<file path="config.mk">
export PLATFORM = sky130hd
export DESIGN_NAME = hub75_rx_monitor
export DESIGN_NICKNAME = d
export VERILOG_FILES = /design/src/rtl/hub75_pkg.sv /design/src/rtl/hub75_edge_sync.sv /design/src/rtl/hub75_rx_monitor.sv
export SDC_FILE = /design/constraint.sdc
export NUM_CORES = 1
export LEC_CHECK = 0
export CAP_MARGIN = 10
export CORE_MARGIN = 2
export CORE_UTILIZATION = 30
export DETAILED_ROUTE_END_ITERATION = 16
export PLACE_DENSITY_LB_ADDON = 0.08
export RECOVER_POWER = 50
export SYNTH_ARGS = -nofsm -noshare
export SYNTH_HDL_FRONTEND = slang
export SYNTH_SLANG_ARGS = --single-unit
</file>
<file path="constraint.sdc">
create_clock -name sys_clk -period 4.7 [get_ports sys_clk]
set_input_delay 0.94 -clock sys_clk [delete_from_list [all_inputs] [get_ports sys_clk]]
set_output_delay 0.94 -clock sys_clk [all_outputs]
set_load 0.02 [all_outputs]
</file>
<file path="src/rtl/hub75_pkg.sv">
// HUB75 shared definitions: panel geometry defaults, rgb lane positions,
// index widths and small helpers used by the driver and the rx monitor.
package hub75_pkg;

    localparam int COLS  = 64;
    localparam int ROWS  = 32;
    localparam int BITS  = 8;
    localparam int ROW_W = 8;
    localparam int BIT_W = 3;
    localparam int COL_W = 8;
    localparam int RGB_W = 12;

    // hub_rgb = {r1,g1,b1,r2,g2,b2,r3,g3,b3,r4,g4,b4}
    localparam int LANE_R1 = 11;
    localparam int LANE_G1 = 10;
    localparam int LANE_B1 = 9;
    localparam int LANE_R2 = 8;
    localparam int LANE_G2 = 7;
    localparam int LANE_B2 = 6;
    localparam int LANE_R3 = 5;
    localparam int LANE_G3 = 4;
    localparam int LANE_B3 = 3;
    localparam int LANE_R4 = 2;
    localparam int LANE_G4 = 1;
    localparam int LANE_B4 = 0;

    typedef enum logic {
        LINE_IDLE,
        LINE_SHIFT
    } line_state_t;

    function automatic logic [COL_W-1:0] sat_inc_col(
        input logic [COL_W-1:0] v
    );
        return (v == '1) ? v : v + COL_W'(1);
    endfunction

endpackage

</file>
<file path="src/rtl/hub75_edge_sync.sv">
// Synchroniser chain followed by a one-flop rising-edge detector.
// Ports: clk, rst (sync, high), din (async level), rise (1-cycle pulse).
module hub75_edge_sync #(
    parameter int SYNC_STAGES = 2
) (
    input  logic clk,
    input  logic rst,
    input  logic din,
    output logic rise
);

    logic [SYNC_STAGES-1:0] chain;
    logic                   prev;

    always_ff @(posedge clk) begin
        if (rst) begin
            chain <= '0;
            prev  <= 1'b0;
        end else begin
            chain <= {chain[SYNC_STAGES-2:0], din};
            prev  <= chain[SYNC_STAGES-1];
        end
    end

    assign rise = chain[SYNC_STAGES-1] & ~prev;

endmodule

</file>
<file path="src/rtl/hub75_rx_monitor.sv">
// HUB75 receive-side monitor: rebuilds pixel stream and row/plane sequencing.
// Ports: sys_clk/rst, hub_* link inputs, pix_* and line_* strobes, sticky errors.
module hub75_rx_monitor
    import hub75_pkg::*;
#(
    parameter int COLS        = hub75_pkg::COLS,
    parameter int ROWS        = hub75_pkg::ROWS,
    parameter int BITS        = hub75_pkg::BITS,
    parameter int SYNC_STAGES = 2,
    parameter int ON_W        = 16
) (
    input  logic             sys_clk,
    input  logic             rst,
    input  logic [11:0]      hub_rgb,
    input  logic             hub_clk,
    input  logic             hub_lat,
    input  logic             hub_blank,
    input  logic             hub_rclk,
    input  logic             hub_rdata,
    output logic             pix_valid,
    output logic [7:0]       pix_col,
    output logic [11:0]      pix_rgb,
    output logic             line_valid,
    output logic [7:0]       line_row,
    output logic [2:0]       line_bit,
    output logic [7:0]       line_cols,
    output logic [ON_W-1:0]  line_on,
    output logic             err_cols,
    output logic             err_plane
);

    localparam logic [ROW_W-1:0] ROW_LAST  = ROW_W'(ROWS - 1);
    localparam logic [BIT_W-1:0] BIT_LAST  = BIT_W'(BITS - 1);
    localparam logic [COL_W-1:0] COLS_EXP  = COL_W'(COLS);
    localparam logic [ON_W-1:0]  ON_MAX    = '1;
    localparam int               DW        = RGB_W + 2;

    logic clk_r, lat_r, rclk_r;

    hub75_edge_sync #(.SYNC_STAGES(SYNC_STAGES)) u_sync_clk (
        .clk  (sys_clk),
        .rst  (rst),
        .din  (hub_clk),
        .rise (clk_r)
    );

    hub75_edge_sync #(.SYNC_STAGES(SYNC_STAGES)) u_sync_lat (
        .clk  (sys_clk),
        .rst  (rst),
        .din  (hub_lat),
        .rise (lat_r)
    );

    hub75_edge_sync #(.SYNC_STAGES(SYNC_STAGES)) u_sync_rclk (
        .clk  (sys_clk),
        .rst  (rst),
        .din  (hub_rclk),
        .rise (rclk_r)
    );

    // Level-only inputs share one chain with the same depth as the edge
    // syncs, so data lines up with the edge that qualifies it.
    logic [DW-1:0] dsync [SYNC_STAGES];
    logic [11:0]   rgb_s;
    logic          rdata_s;
    logic          blank_s;

    always_ff @(posedge sys_clk) begin
        if (rst) begin
            for (int i = 0; i < SYNC_STAGES; i++) dsync[i] <= '0;
        end else begin
            dsync[0] <= {hub_rgb, hub_rdata, hub_blank};
            for (int i = 1; i < SYNC_STAGES; i++) dsync[i] <= dsync[i-1];
        end
    end

    assign {rgb_s, rdata_s, blank_s} = dsync[SYNC_STAGES-1];

    line_state_t      state, state_n;
    logic [COL_W-1:0] col_cnt, col_a;
    logic [ROW_W-1:0] row_idx, row_a;
    logic [BIT_W-1:0] plane_cnt, plane_a;
    logic             plane_full, full_a;
    logic [ON_W-1:0]  on_cnt;

    always_ff @(posedge sys_clk) begin
        if (rst) state <= LINE_IDLE;
        else     state <= state_n;
    end

    always_comb begin
        state_n = state;
        unique case (state)
            LINE_IDLE:  if (clk_r) state_n = LINE_SHIFT;
            LINE_SHIFT: state_n = LINE_SHIFT;
            default:    state_n = LINE_IDLE;
        endcase
        if (lat_r) state_n = LINE_IDLE;
    end

    // Same-cycle ordering: row clock first, then shift clock, then latch.
    always_comb begin
        row_a   = row_idx;
        plane_a = plane_cnt;
        full_a  = plane_full;
        if (rclk_r) begin
            plane_a = '0;
            full_a  = 1'b0;
            if (rdata_s || row_idx == ROW_LAST) row_a = '0;
            else                                row_a = row_idx + ROW_W'(1);
        end
        col_a = clk_r ? sat_inc_col(col_cnt) : col_cnt;
    end

    always_ff @(posedge sys_clk) begin
        if (rst) begin
            pix_valid  <= 1'b0;
            pix_col    <= '0;
            pix_rgb    <= '0;
            line_valid <= 1'b0;
            line_row   <= '0;
            line_bit   <= '0;
            line_cols  <= '0;
            line_on    <= '0;
            err_cols   <= 1'b0;
            err_plane  <= 1'b0;
            col_cnt    <= '0;
            row_idx    <= '0;
            plane_cnt  <= '0;
            plane_full <= 1'b0;
            on_cnt     <= '0;
        end else begin
            pix_valid  <= clk_r;
            line_valid <= lat_r;
            row_idx    <= row_a;
            plane_cnt  <= plane_a;
            plane_full <= full_a;
            col_cnt    <= col_a;
            if (!blank_s && on_cnt != ON_MAX) on_cnt <= on_cnt + ON_W'(1);
            if (clk_r) begin
                pix_col <= col_cnt;
                pix_rgb <= rgb_s;
            end
            if (lat_r) begin
                line_row  <= row_a;
                line_bit  <= plane_a;
                line_cols <= col_a;
                line_on   <= on_cnt;
                col_cnt   <= '0;
                on_cnt    <= '0;
                if (col_a != COLS_EXP) err_cols <= 1'b1;
                // The last plane may be latched once; a repeat without
                // a row change is a sequencing error.
                if (plane_a == BIT_LAST) begin
                    plane_full <= 1'b1;
                    if (full_a) err_plane <= 1'b1;
                end else begin
                    plane_cnt <= plane_a + BIT_W'(1);
                end
            end
        end
    end

endmodule
</file>
==> out/metrics.cfg <==
[run_status]
status = finished with violations
violations = max-capacitance violations, max-slew violations

[detailed_routing]
drc = 0
firstDrtPassIters = 4
num_vias = 3786
route.detailed.wl_per_inst_um = 13.0
via_per_inst = 4.55
first_iter_violations = 211
antenna_left = 0
postRouteWirelength_um = 10800

[sta]
worst_slack_ps = 2150
fmax_ghz = 0.392
max_slew.worst_pin.slew_ps = 1940
fin_setup_tns_ps = 0
drv_slew = 101
rsz0062_at_grt = no
fin_skew_ps = 5.83
period_share_pct = 54.3
setup_viol = 0
final.min_clock_period_ps = 2550
maxSlewHeadroom_pct = -29.1
hold_viol_final = 0
timing.hold.ws_ps = 426

[setup_path]
critical_path.max_fanout = 100
critical_path_class = in -> reg
start_kind = input pin
ff2ff_setup_slack_ps = 2240
cp.arrival_ps = 2840
r2r-end = on_cnt[15]
regToRegStartpoint = on_cnt[3]
required_ps = 4990
end_kind = register
reg2regPathDepth = 5

[clocking]
cts_buffers = 17
worstSkewPairLatency_ps = 420
htreeDepth = 4
path_clk_slew_ps = 60
cts_tree = done
cts-root-buf = clkbuf_16
cts_setup_buffers = 0
ctsResizeCount = 0
cts-hold-fix-buffers = 0
clock_sinks = 132
clk_path_buf_depth = 2

[layout]
final_common_cell = dfxtp_1
syn_to_final_growth_pct = 30.7
finalNetCount = 627
diodes = 0
layout_common_cells = 132 x dfxtp_1, 97 x nand2_1, 76 x clkdlybuf4s50_1
drive_gt1_share_pct = 6.65

[pwr]
powerDensity_nw_per_um2 = 404
p_sw_share_pct = 21.1
p_int_w = 0.00203
p_leak_nw = 2.20
p_comb_share_pct = 3.9
switchingPower_w = 0.000543
p_clk_share_pct = 51.3
peakVddDrop_uv = 249
power.total_w = 0.00258
seqPwrFrac_pct = 44.8

[place]
routabilityCongestion = 0.825
io_buffers = 77
post-dp-hpwl_um = 7030
pre_cts_ws_ps = 2430

[yosys]
synth_area_leaders = dfxtp_1 54%, nand2_1 7.5%, nor2b_1 5.6%, a21oi_1 5.5%, nor2_1 3.4%
synth_cell_types = 50
yosysSeqAreaShare_pct = 54.2
synth.top_cell.area_share_pct = 54.2
syn_nets = 560
ys_ff_latch = 132
synth_area_um2 = 4870
synth_area_per_cell_um2 = 9.08
synth_top_cell_by_area = dfxtp_1
synth_warnings = 0
synthCells = 537

[global_routing]
grt_usage_pct = 13.1
use_met1_pct = 16.2
grt_util_met3_pct = 3.63
grt_pass1_vias = 3665
grt_max_degree = 101
grt-busiest-layer = met2
use_met2_pct = 20.9
grt_pass1_wl_um = 18100
overflow = 0
antenna_found_initial = 0

[min_path]
hp-class = reg -> reg
min_from = dsync[0][27]
holdPathEnd = pix_rgb[11]
hold_depth = 2

[floorplanning]
coreArea_um2 = 15900
start_util_pct = 30.7
ioPinCount = 78
die_area_um2 = 17300
rows = 46
die_y_um = 131
die_w_um = 131

[flow_run]
cap_viol_max_count = 1

[final cells by class]
type / instances / area, um2
fillers: 1616 / 9510
clock buffers: 24 / 502
clock inverters: 8 / 97.6
inverters: 2 / 7.51
well taps: 216 / 270
repair buffers: 81 / 792
flip-flops and latches: 132 / 2640
multi-input cells: 370 / 2060
[Yosys cell counts, drive strengths merged]
| cell | n |
|---|---|
| a31oi | 5 |
| a31o | 1 |
| and2 | 2 |
| o41ai | 1 |
| nand3b | 7 |
| nand3 | 10 |
| a211oi | 4 |
| nand4b | 1 |
| a311oi | 2 |
| a2111oi | 1 |
| clkbuf | 27 |
| xnor2 | 14 |
| o21ai | 6 |
| xor2 | 9 |
| nor2 | 44 |
| a21o | 1 |
| and3b | 1 |
| o31ai | 8 |
| o2bb2ai | 1 |
| buf | 6 |
| dfxtp | 132 |
| or3 | 3 |
| ha | 4 |
| and3 | 7 |
| mux2 | 1 |
| mux2i | 3 |
| o21bai | 1 |
| and4 | 2 |
| and4b | 1 |
| or4 | 1 |
| nor3 | 9 |
| nand2b | 6 |
| nand4 | 10 |
| inv | 2 |
| a22oi | 1 |
| nor4 | 6 |
| o21a | 1 |
| a21oi | 54 |
| nand2 | 97 |
| nor2b | 44 |
| a22o | 1 |
[power groups by stage]
stage	Clock, W	Sequential [W]	Combinational (W)
after floorplan	0	0.00118	0.0000592
after global placement	0	0.00118	0.000102
after detailed placement	0	0.00118	0.000103
after CTS	0.00136	0.00116	0.000104
after global routing	0.00141	0.00116	0.000113
final	0.00132	0.00116	0.000101
[registers in the layout (all words and copies together) (netlist names)]
signal,flops
dsync,28
line_on,16
on_cnt,16
pix_rgb,12
col_cnt,8
line_cols,8
line_row,8
pix_col,8
row_idx,8
line_bit,3
plane_cnt,3
u_sync_clk.chain,2
u_sync_lat.chain,2
u_sync_rclk.chain,2
err_cols,1
err_plane,1
line_valid,1
pix_valid,1
plane_full,1
u_sync_clk.prev,1
u_sync_lat.prev,1
u_sync_rclk.prev,1
[through the flow]
stage	cells	area [um2]	util (%)
after global routing	833	6370	40.1
after global placement	801	5800	36.5
after floorplan	537	4870	-
after detailed placement	801	5800	36.5
after CTS	833	6390	40.3
final	833	6370	40.1
[layer usage]
metal,vias up,wire length [um]
met1,1765,5260
met3,16,366
met4,0,205
li1,1942,-
met5,-,0
met2,63,4990
[worst max-delay path, cell delays in order]
cell	delay, ps
clkbuf_1	120
clkbuf_2	1420
o21bai_1	270
a31oi_1	50
[kinds of logic (layout without fill, tap and decap cells)]
group                    Yosys count  count (layout)  share of synthesized area, %
AO/OA/AOI/OAI                     88              88                          10.7
XOR/XNOR                          23              23                          4.13
adder cells (fa/ha/maj)            4               4                          1.03
buffers and inverters             35             115                          3.23
flip-flops                       132             132                          54.2
multiplexers                       4               4                         0.847
AND/OR/NAND/NOR                  251             251                          25.9
[worst max path at each step]
stage	from	endpoint	slack (ps)
after floorplan	col_cnt[0]	err_cols	2750
after global routing	rst	err_cols	1880
final	rst	err_cols	2150
after detailed placement	rst	line_row[7]	2430
after CTS	err_cols	err_cols	2310
after global placement	rst	err_cols	2440
No activity file was read; power rests on OpenSTA's default activity.
